--- src/rtl/coin_manager.sv ---
// Per-frame coin collision, score and coin mask controller for four coin slots.
// Optional COIN_RESPAWN_EN: per-slot timers bring collected coins back.
module coin_manager #(
    parameter int V_TICK         = 480,
    parameter int RESPAWN_FRAMES = 120
) (
    input  logic        clk,
    input  logic        reset,
    input  logic [10:0] hcount,
    input  logic [10:0] vcount,
    input  logic [9:0]  char_left,
    input  logic [9:0]  char_right,
    input  logic [9:0]  char_top,
    input  logic [9:0]  char_bottom,
    input  logic        pause,
    input  logic        clear,
    output logic [3:0]  coin_active,
    output logic [7:0]  score_bcd,
    output logic        coin_collected,
    output logic        level_done,
    output logic        busy
);

    typedef enum logic [1:0] {
        IDLE,
        SCAN,
        COMMIT
    } state_t;

    state_t      state, state_n;
    logic [1:0]  idx, idx_n;
    logic [3:0]  work_mask, mask_n;
    logic [3:0]  active_n;
    logic [7:0]  score_n;
    logic        collected_n;
    logic        done_n;
    logic        tick;
    logic        hit;
    logic [10:0] hstart, hend;

`ifdef COIN_RESPAWN_EN
    logic [3:0][7:0] timer, timer_n;
`endif

    if (RESPAWN_FRAMES < 1 || RESPAWN_FRAMES > 255) begin : g_bad_respawn
        $error("RESPAWN_FRAMES out of range");
    end

    assign tick = (hcount == 11'd0) && (vcount == 11'(V_TICK)) && !pause;
    assign busy = (state != IDLE);

    always_comb begin
        hstart = 11'd102;
        hend   = 11'd132;
        unique case (idx)
            2'd0: begin hstart = 11'd102; hend = 11'd132; end
            2'd1: begin hstart = 11'd154; hend = 11'd184; end
            2'd2: begin hstart = 11'd206; hend = 11'd236; end
            2'd3: begin hstart = 11'd258; hend = 11'd288; end
            default: ;
        endcase
    end

    assign hit = ({1'b0, char_left}   <= hend)
              && ({1'b0, char_right}  >= hstart)
              && ({1'b0, char_bottom} >= 11'd54)
              && ({1'b0, char_top}    <= 11'd86);

    // Two-digit BCD increment, 99 wraps to 00
    function automatic logic [7:0] bcd_inc(input logic [7:0] v);
        logic [7:0] r;
        if (v[3:0] == 4'd9) begin
            if (v[7:4] == 4'd9) r = 8'h00;
            else                r = {v[7:4] + 4'd1, 4'd0};
        end else begin
            r = {v[7:4], v[3:0] + 4'd1};
        end
        return r;
    endfunction

    always_comb begin
        state_n     = state;
        idx_n       = idx;
        mask_n      = work_mask;
        active_n    = coin_active;
        score_n     = score_bcd;
        collected_n = 1'b0;
        done_n      = 1'b0;
`ifdef COIN_RESPAWN_EN
        timer_n     = timer;
`endif
        if (clear) begin
            state_n  = IDLE;
            idx_n    = 2'd0;
            mask_n   = 4'b1111;
            active_n = 4'b1111;
            score_n  = 8'h00;
`ifdef COIN_RESPAWN_EN
            timer_n  = '0;
`endif
        end else begin
            unique case (state)
                IDLE: begin
                    if (tick) begin
                        state_n = SCAN;
                        idx_n   = 2'd0;
                    end
                end
                SCAN: begin
                    if (work_mask[idx] && hit) begin
                        mask_n[idx] = 1'b0;
                        score_n     = bcd_inc(score_bcd);
                        collected_n = 1'b1;
`ifdef COIN_RESPAWN_EN
                        timer_n[idx] = 8'(RESPAWN_FRAMES);
                    end else if (!work_mask[idx]) begin
                        if (timer[idx] > 8'd1) begin
                            timer_n[idx] = timer[idx] - 8'd1;
                        end else if (timer[idx] == 8'd1) begin
                            mask_n[idx]  = 1'b1;
                            timer_n[idx] = 8'd0;
                        end
`endif
                    end
                    if (idx == 2'd3) state_n = COMMIT;
                    else             idx_n   = idx + 2'd1;
                end
                COMMIT: begin
`ifdef COIN_RESPAWN_EN
                    active_n = work_mask;
`else
                    // An emptied board is refilled before it is ever shown
                    if (work_mask == 4'b0000) begin
                        mask_n   = 4'b1111;
                        active_n = 4'b1111;
                        done_n   = 1'b1;
                    end else begin
                        active_n = work_mask;
                    end
`endif
                    state_n = IDLE;
                end
                default: state_n = IDLE;
            endcase
        end
    end

    always_ff @(posedge clk or negedge reset) begin
        if (!reset) begin
            state          <= IDLE;
            idx            <= 2'd0;
            work_mask      <= 4'b1111;
            coin_active    <= 4'b1111;
            score_bcd      <= 8'h00;
            coin_collected <= 1'b0;
            level_done     <= 1'b0;
`ifdef COIN_RESPAWN_EN
            timer          <= '0;
`endif
        end else begin
            state          <= state_n;
            idx            <= idx_n;
            work_mask      <= mask_n;
            coin_active    <= active_n;
            score_bcd      <= score_n;
            coin_collected <= collected_n;
            level_done     <= done_n;
`ifdef COIN_RESPAWN_EN
            timer          <= timer_n;
`endif
        end
    end

endmodule

--- config.mk ---
export PLATFORM = sky130hd
export DESIGN_NAME = coin_manager
export DESIGN_NICKNAME = d
export VERILOG_FILES = /design/src/rtl/coin_manager.sv
export SDC_FILE = /design/constraint.sdc
export NUM_CORES = 1
export LEC_CHECK = 0
export ABC_AREA = 1
export ABC_CLOCK_PERIOD_IN_PS = 4800
export CAP_MARGIN = 10
export CORE_UTILIZATION = 46
export CTS_CLUSTER_DIAMETER = 50
export DETAILED_ROUTE_END_ITERATION = 10
export GPL_ROUTABILITY_DRIVEN = 0
export PLACE_DENSITY_LB_ADDON = 0.12
export SKIP_LAST_GASP = 1
export SYNTH_ARGS = -nofsm -noshare
export SYNTH_HDL_FRONTEND = slang
export SYNTH_SLANG_ARGS = --single-unit
--- constraint.sdc ---
create_clock -name clk -period 4.8 [get_ports clk]
set_input_delay 1.2 -clock clk [delete_from_list [all_inputs] [get_ports clk]]
set_output_delay 1.2 -clock clk [all_outputs]
set_load 0.1 [all_outputs]
# Word level (Yosys, flattened, before mapping)
# Index checks and enable logic that the tools add are counted.
op_classes:
  add_sub_neg: 3
  order_cmp: 6
  n_eq_ne: 12
  n_mux: 31
  bitwise: 2
  n_reduce_logical: 24
ops:
  columns: ["cell", "n"]
  rows:
  - ["$pmux 11 s4", 2]
  - ["$mux 8", 5]
  - ["$mux 4", 5]
  - ["$mux 2", 6]
  - ["$ne 3x3->1 const B", 4]
  - ["$eq 11x9->1 const B", 1]
  - ["$ge 10x11->1", 1]
  - ["$le 10x11->1", 1]
  - ["$logic_not 11->1", 1]
  - ["$ge 10x6->1 const B", 1]
  - ["$le 10x7->1 const B", 1]
  - ["$reduce_bool 2->1", 5]
  - ["$add 4x1->4 const B", 2]
  - ["$eq 4x4->1 const B", 2]
  - ["$mux 1", 8]
  - ["$pmux 2 s2", 2]
  - ["$pmux 4 s2", 1]
  - ["$logic_and 1x1->1", 7]
  - ["$eq 2x2->1 const B", 3]
  - ["$reduce_and 2->1", 3]
  - ["$reduce_and 3->1", 2]
  - ["$reduce_bool 3->1", 2]
  - ["$and 4x4->4", 1]
  - ["$eq 2x1->1 const B", 2]
  - ["9 further kinds", 10]
word_totals:
  register_bits: 22
  input_bits: 66
  output_inout_bits: 15
  word_cells: 86

# Depth between registers and ports, before layout
# Gate-level depths: netlist of run 1.
logic_depth:
  depth_word: 10
  mapped_depth: 17
  depth_no_buf: 17

# Least setup slack after synthesis of run 1
# OpenSTA, ideal clock, no wires.
synth_timing:
  path_type: "input -> register"
  startpoint: "in char_right[8]"
  endpoint: "reg score_bcd[4]"
  setup_ns: 0.121
  arrival_ns: 2.336
  required_time_ns: 4.679
  path_slack_ns: 2.343
  path_stages: 10
  n_path_buf: 0
  cell_sequence: "ha_1 > nand2_1 > nor2_1 > nand3_1 > nor2_1 > a21oi_1 > nand2_1 > nand4_1 > nand3_1 > nand2_1"
synth_between:
  elab_chain_len: 7
synth_lines:
  columns: ["element", "line", "source"]
  rows:
  - ["start, declared", "12", "input logic [9:0] char_right,"]
  - ["$ge 10x11->1", "65", "&& ({1'b0, char_right} >= hstart)"]
  - ["$logic_and 1x1->1", "65", null]
  - ["$logic_and 1x1->1", "66", "&& ({1'b0, char_bottom} >= 11'd54)"]
  - ["$logic_and 1x1->1", "67", "&& ({1'b0, char_top} <= 11'd86);"]
  - ["$logic_and 1x1->1", "110", "if (work_mask[idx] && hit) begin"]
  - ["$reduce_bool 2->1 (no line)", null, null]
  - ["$reduce_and 3->1 (no line)", null, null]
  - ["end signal, assigned", "165", "score_bcd <= score_n;"]
  - ["end, declared", "18", "output logic [7:0] score_bcd,"]
# No other way between the ends.
# A chain may end at the register's enable or synchronous reset.

# Worst setup path after layout of run 1
layout_timing:
  startpoint: "reg state[1]"
  endpoint: "out busy"
layout_between:
  elab_chain_len: 1
layout_lines:
  columns: ["element", "line", "source"]
  rows:
  - ["start, declared", "30", "state_t state, state_n;"]
  - ["start signal, assigned", "161", "state <= state_n;"]
  - ["$reduce_bool 2->1", "50", "assign busy = (state != IDLE);"]
  - ["end, declared", "21", "output logic busy"]
# No other way between the ends.

==> results of run 1 <==
-- critical path, stage by stage, from the launching register on --
cell and delay (ns):
dfrtp_1 0.43, nor2_1 0.07, inv_1 0.07, clkdlybuf4s50_1 1.17
-- metrics by stage --
step | hold WS [ns] | instance area, µm² | worst slack, ns
after floorplan | 0.481 | 1870 | 2.34
after global placement | 0.455 | 2700 | 1.74
after detailed placement | 0.458 | 2700 | 1.70
after CTS | 0.471 | 2750 | 1.59
after global routing | 0.478 | 2750 | 1.54
final | 0.468 | 2750 | 1.59
-- metal layers --
metal | share of wire (%) | wire [µm] | track usage [%] | vias up
met5 | 0 | 0 | 0 | -
met4 | 1.0 | 44 | 6.52 | 0
met3 | 5.3 | 231 | 4.14 | 5
met2 | 49 | 2140 | 39.4 | 63
met1 | 45 | 1980 | 26.8 | 867
li1 | - | - | - | 1026
-- layout by cell type, fill, tap and decap left out, types with 2 or more instances in the layout --
cell type	n
o21bai_1	2
inv_2	2
nand2_1	57
nand3_1	27
dfstp_2	8
or2_2	2
clkdlybuf4s50_1	78
xor2_1	3
nand4_1	8
clkbuf_8	3
nor3_1	2
nand2_2	4
ha_1	21
o22ai_1	2
o21ai_1	2
a21oi_1	9
nor4_1	4
nor2_4	3
nor2_1	35
dfrtp_1	14
o21ai_0	11
inv_1	39
-- final timing paths --
check                               start              to  slack, ns  cells past startpoint
max                              state[1]            busy       1.59                      3
min                        coin_active[3]  coin_active[3]       0.47                      2
max reg2reg                        idx[0]    work_mask[3]       2.24                     14
min reg2reg                coin_active[3]  coin_active[3]       0.47                      2
max in group asynchronous           reset    score_bcd[6]       2.78                      1
min in group asynchronous           reset  coin_collected       1.46                      1
-- state kept, by name, summed over array words and instances (netlist names) --
| register | count |
|---|---|
| state | 2 |
| work_mask | 4 |
| score_bcd | 8 |
| idx | 2 |
| coin_collected | 1 |
| coin_active | 4 |
| level_done | 1 |
-- report_power, final --
group / switching (µW) / leakage [µW] / total, µW / internal [µW]
clock: 59.4 / 0.0000228 / 119 / 59.2
sequential: 10.7 / 0.000278 / 209 / 199
combinational: 101 / 0.000998 / 187 / 86.1
-- area by class of cell --
cell class	count	share of cell area [%]
clock buffers	4	1.64
flip-flops and latches	22	20.4
repair buffers	78	28.4
multi-input cells	200	41.6
inverters	42	5.74
well taps	48	2.19
-- logic make-up after synthesis --
logic type	share of synthesized area [%]
fa+ha+maj	14.0
flops	30.0
buf+inv	8.96
simple gates	36.9
compound gates	8.29
xor+xnor	1.87
==> results.ini, run 1 <==
[status]
outcome=complete, no violations

[clocking]
cts_buffers=3
cts.path.max_buffers=2
cts_setup_buffers=0
clock_latency_ns=0.26
postCtsHoldBufs=0
clock-sinks=22
cts_resized=0
cts_tree=built
clock-root-buffer=clkbuf_8
h-tree-depth=1
path_clk_slew_ns=0.08

[cells_and_area]
multi_input_area_mm2=0.00114
syn_to_final_growth_pct=46.8
fillers=310
utilization_pct=72.8
drive_gt1_share_pct=7.80
regArea_um2=561
layout.cells.non_filler=394
nets=434
diodes=0

[sta]
slew_headroom_pct=31.9
period_share_pct=66.9
setup_viol=0
fmax_mhz=312
maxSlewViolCount=0
rsz0062_at_grt=no
min_period_ns=3.21
fin_setup_tns_ns=0
hold_viol=0
tightest_slew_ns=1.02
fin_worst_skew_ns=0.00105

[floorplanning]
num_io_pins=81
dieHeight_um=65.8
core_area_mm2=0.00377
dieArea_mm2=0.00433
row_count=22
start_util_pct=49.6
die_x_um=65.8

[synthesis]
avgSynthCellArea_um2=7.03
netlist_instances=266
syn_nets=353
ys_types=30
ys_seq_elements=22
synth_common_cells=nand2_1, inv_1, nor2_1
synth-edff-count=0
synth_area_leaders=dfrtp_1, ha_1, nand2_1
synth_flop_cell=dfrtp_1
yosysMostFrequentCell=nand2_1
yosys.area.top_type_share_pct=18.7
synth_top_cell_by_area=dfrtp_1
ys_warn_count=0
async_flop_share_pct=100
seq_area_frac_synth_pct=30.0
mappedNetlistArea_mm2=0.00187

[drt]
drt_first_pass_iters=4
routedWlPerCell_um=11.2
first_iter_violations=94
drt-total-wl_um=4400
final_antenna_net_count=0
drc=0
drt-vias-per-instance=4.98
num_vias=1961

[worst_setup_path]
start_kind=flip-flop
critical_path_class=flip-flop to primary output
cp_data_arrival_time_ns=2.01
cp-end-kind=primary output
crit_required_ns=3.60
cp_max_fo=4

[power]
ir_drop_v=0.0000970
p_per_area_mw_per_mm2=188
p_leak_uw=0.00130
finalPower_uw=515

[global_routing]
grt_max_degree=23
overflow=0
grt_pass1_wl_um=7390
first_global_vias=1737
antenna_found_initial=0
grt_use_total_pct=22.2

[min_path]
min_path_type=flip-flop to flip-flop

[place]
io_buffers=78
dpl.hpwl_um=3630
dp.cells=390

[run]
max-cap-violations=0

(Power assumes the default switching activity.)
==> run 2, diff against run 1 <==
--- a/config.mk
+++ b/config.mk
@@ -6,9 +6,9 @@
 export NUM_CORES = 1
 export LEC_CHECK = 0
 export ABC_AREA = 1
-export ABC_CLOCK_PERIOD_IN_PS = 4800
+export ABC_CLOCK_PERIOD_IN_PS = 2800
 export CAP_MARGIN = 10
-export CORE_UTILIZATION = 46
+export CORE_UTILIZATION = 39
 export CTS_CLUSTER_DIAMETER = 50
 export DETAILED_ROUTE_END_ITERATION = 10
 export GPL_ROUTABILITY_DRIVEN = 0
==> constraint.sdc (replaced) <==
create_clock -name clk -period 2.8 [get_ports clk]
set_input_delay 0.7 -clock clk [delete_from_list [all_inputs] [get_ports clk]]
set_output_delay 0.7 -clock clk [all_outputs]
set_load 0.1 [all_outputs]
==> results.ini, run 2 (synthesized netlist as in run 1, its figures left out) <==
[worst_setup_path]
start_kind=flip-flop
cp_max_fo=9  ; +5
critical_path_class=flip-flop to flip-flop
cp-end-kind=flip-flop
crit_required_ns=2.98  ; -0.62 ns
cp_data_arrival_time_ns=2.71  ; +0.70 ns

[run]
max-cap-violations=0  ; unchanged

[cells_and_area]
regArea_um2=561  ; unchanged
top_register=score_bcd
layout_commonest_cell=clkdlybuf4s50_1
top_regs=score_bcd x8, coin_active x4, work_mask x4
nets=437  ; +0.69%
largest_reg_flops=8  ; unchanged
syn_to_final_growth_pct=46.8  ; unchanged
most-common-layout-cells=clkdlybuf4s50_1, nand2_1, inv_1, nor2_1, nand3_1
drive_gt1_share_pct=13.2  ; +5.4 points
layout.cells.non_filler=401  ; +1.8%
utilization_pct=61.4  ; -11 points
fin_area_mm2=0.00275  ; unchanged
multi_input_area_mm2=0.00114  ; unchanged
fillers=429  ; +38%
diodes=0  ; unchanged

[power]
p_leak_uw=0.00134  ; +3.3%
p_per_area_mw_per_mm2=328  ; +75%
ir_drop_v=0.000184  ; +89%

[global_routing]
first_global_vias=1791  ; +3.1%
overflow=0  ; unchanged
grt_pass1_wl_um=7580  ; +2.6%
antenna_found_initial=0  ; unchanged
grt_use_total_pct=18.4  ; -3.8 points
grt_max_degree=23  ; unchanged

[drt]
drt-vias-per-instance=4.88  ; -1.9%
drt_first_pass_iters=7  ; +3
drt-total-wl_um=4340  ; -1.4%
final_antenna_net_count=0  ; unchanged
num_vias=1957  ; -0.20%
routedWlPerCell_um=10.8  ; -3.1%
first_iter_violations=135  ; +44%
drc=2  ; +2

[clocking]
cts_resized=0  ; unchanged
cts_buffers=3  ; unchanged
cts.path.max_buffers=2  ; unchanged
clock-root-buffer=clkbuf_8
clock_latency_ns=0.26  ; about the same
postCtsHoldBufs=0  ; unchanged
clock-sinks=22  ; unchanged
h-tree-depth=1  ; unchanged
cts_tree=built
path_clk_slew_ns=0.08  ; about the same
cts_setup_buffers=0  ; unchanged

[floorplanning]
row_count=24  ; +9.1%
dieArea_mm2=0.00508  ; +17%
die_x_um=71.3  ; +8.3%
num_io_pins=81  ; unchanged
dieHeight_um=71.3  ; +8.3%
start_util_pct=41.8  ; -7.8 points
core_area_mm2=0.00447  ; +19%

[sta]
setup_viol=0  ; unchanged
tightest_slew_ns=0.452  ; -0.566 ns
setup_slack_ns=0.273  ; -1.32 ns
fin_setup_tns_ns=0  ; unchanged
hold_viol=0  ; unchanged
maxSlewViolCount=0  ; unchanged
fmax_mhz=396
fin_worst_skew_ns=0.00391  ; +0.00285 ns
slew_headroom_pct=69.6  ; +38 points
min_period_ns=2.53
rsz0062_at_grt=no
period_share_pct=90.2

[place]
postPlaceCellArea_mm2=0.00269  ; -0.37%
io_buffers=78  ; unchanged
dpl.hpwl_um=3630  ; about the same
pre_cts_ws_ns=0.188  ; -1.51 ns
dp.cells=397  ; +1.8%

[status]
violations=DRC
outcome=finished with violations

[min_path]
min_path_type=flip-flop to flip-flop

-- run 2: cell count changes in the layout (fill, tap and decap cells not counted) --
| cell | delta |
|---|---|
| clkbuf_1 | -1 |
| clkbuf_8 | +1 |
| buf_4 | +18 |
| clkdlybuf4s50_1 | -15 |
-- run 2: final cells by class --
| type | instances | area share [%] |
|---|---|---|
| Clock buffer | 4 | 2.00 |
| Inverter | 42 | 5.74 |
| Multi-Input combinational cell | 200 | 41.6 |
| Sequential cell | 22 | 20.4 |
| Tap cell | 52 | 2.37 |
| Timing Repair Buffer | 81 | 27.9 |
-- run 2: worst max-delay path, stage by stage (launching register included) --
cell and delay (ns):
dfrtp_1 0.50, inv_1 0.14, ha_1 0.32, inv_1 0.09, ha_1 0.28, nand2_1 0.05, nor2_1 0.17, nand3_1 0.11
nor2_1 0.15, a21oi_1 0.08, nand2_1 0.13, nand3_4 0.14, nand2_4 0.12, nand2_1 0.06, o21ai_0 0.09
-- run 2: final timing paths --
check | cells after the start | slack [ns] | to | from
max | 14 | 0.27 | work_mask[3] | idx[0]
min | 2 | 0.47 | coin_active[2] | coin_active[2]
max reg2reg | 14 | 0.27 | work_mask[3] | idx[0]
min reg2reg | 2 | 0.47 | coin_active[2] | coin_active[2]
max in group asynchronous | 2 | 1.74 | work_mask[3] | reset
min in group asynchronous | 2 | 0.79 | idx[0] | reset
-- run 2: per-stage QoR --
stage,total power (µW),hold slack [ns]
2_1_floorplan,542,0.404
3_3_place_gp,678,0.456
3_5_place_dp,684,0.464
4_1_cts,910,0.476
5_1_grt,967,0.506
6_report,902,0.475
-- run 2: power breakdown --
group          internal, µW  switching, µW
clock network           125            100
logic                   148            170
registers               340           18.1
-- run 2: routing by layer --
layer | up-vias | GRT usage (%) | routed length (µm) | share of wire, %
met4 | 0 | 2.67 | 6 | 0.14
met3 | 2 | 2.11 | 234 | 5.4
li1 | 1031 | - | - | -
met2 | 76 | 32.1 | 2060 | 48
met1 | 848 | 25.2 | 2030 | 47
met5 | - | 0 | 0 | 0
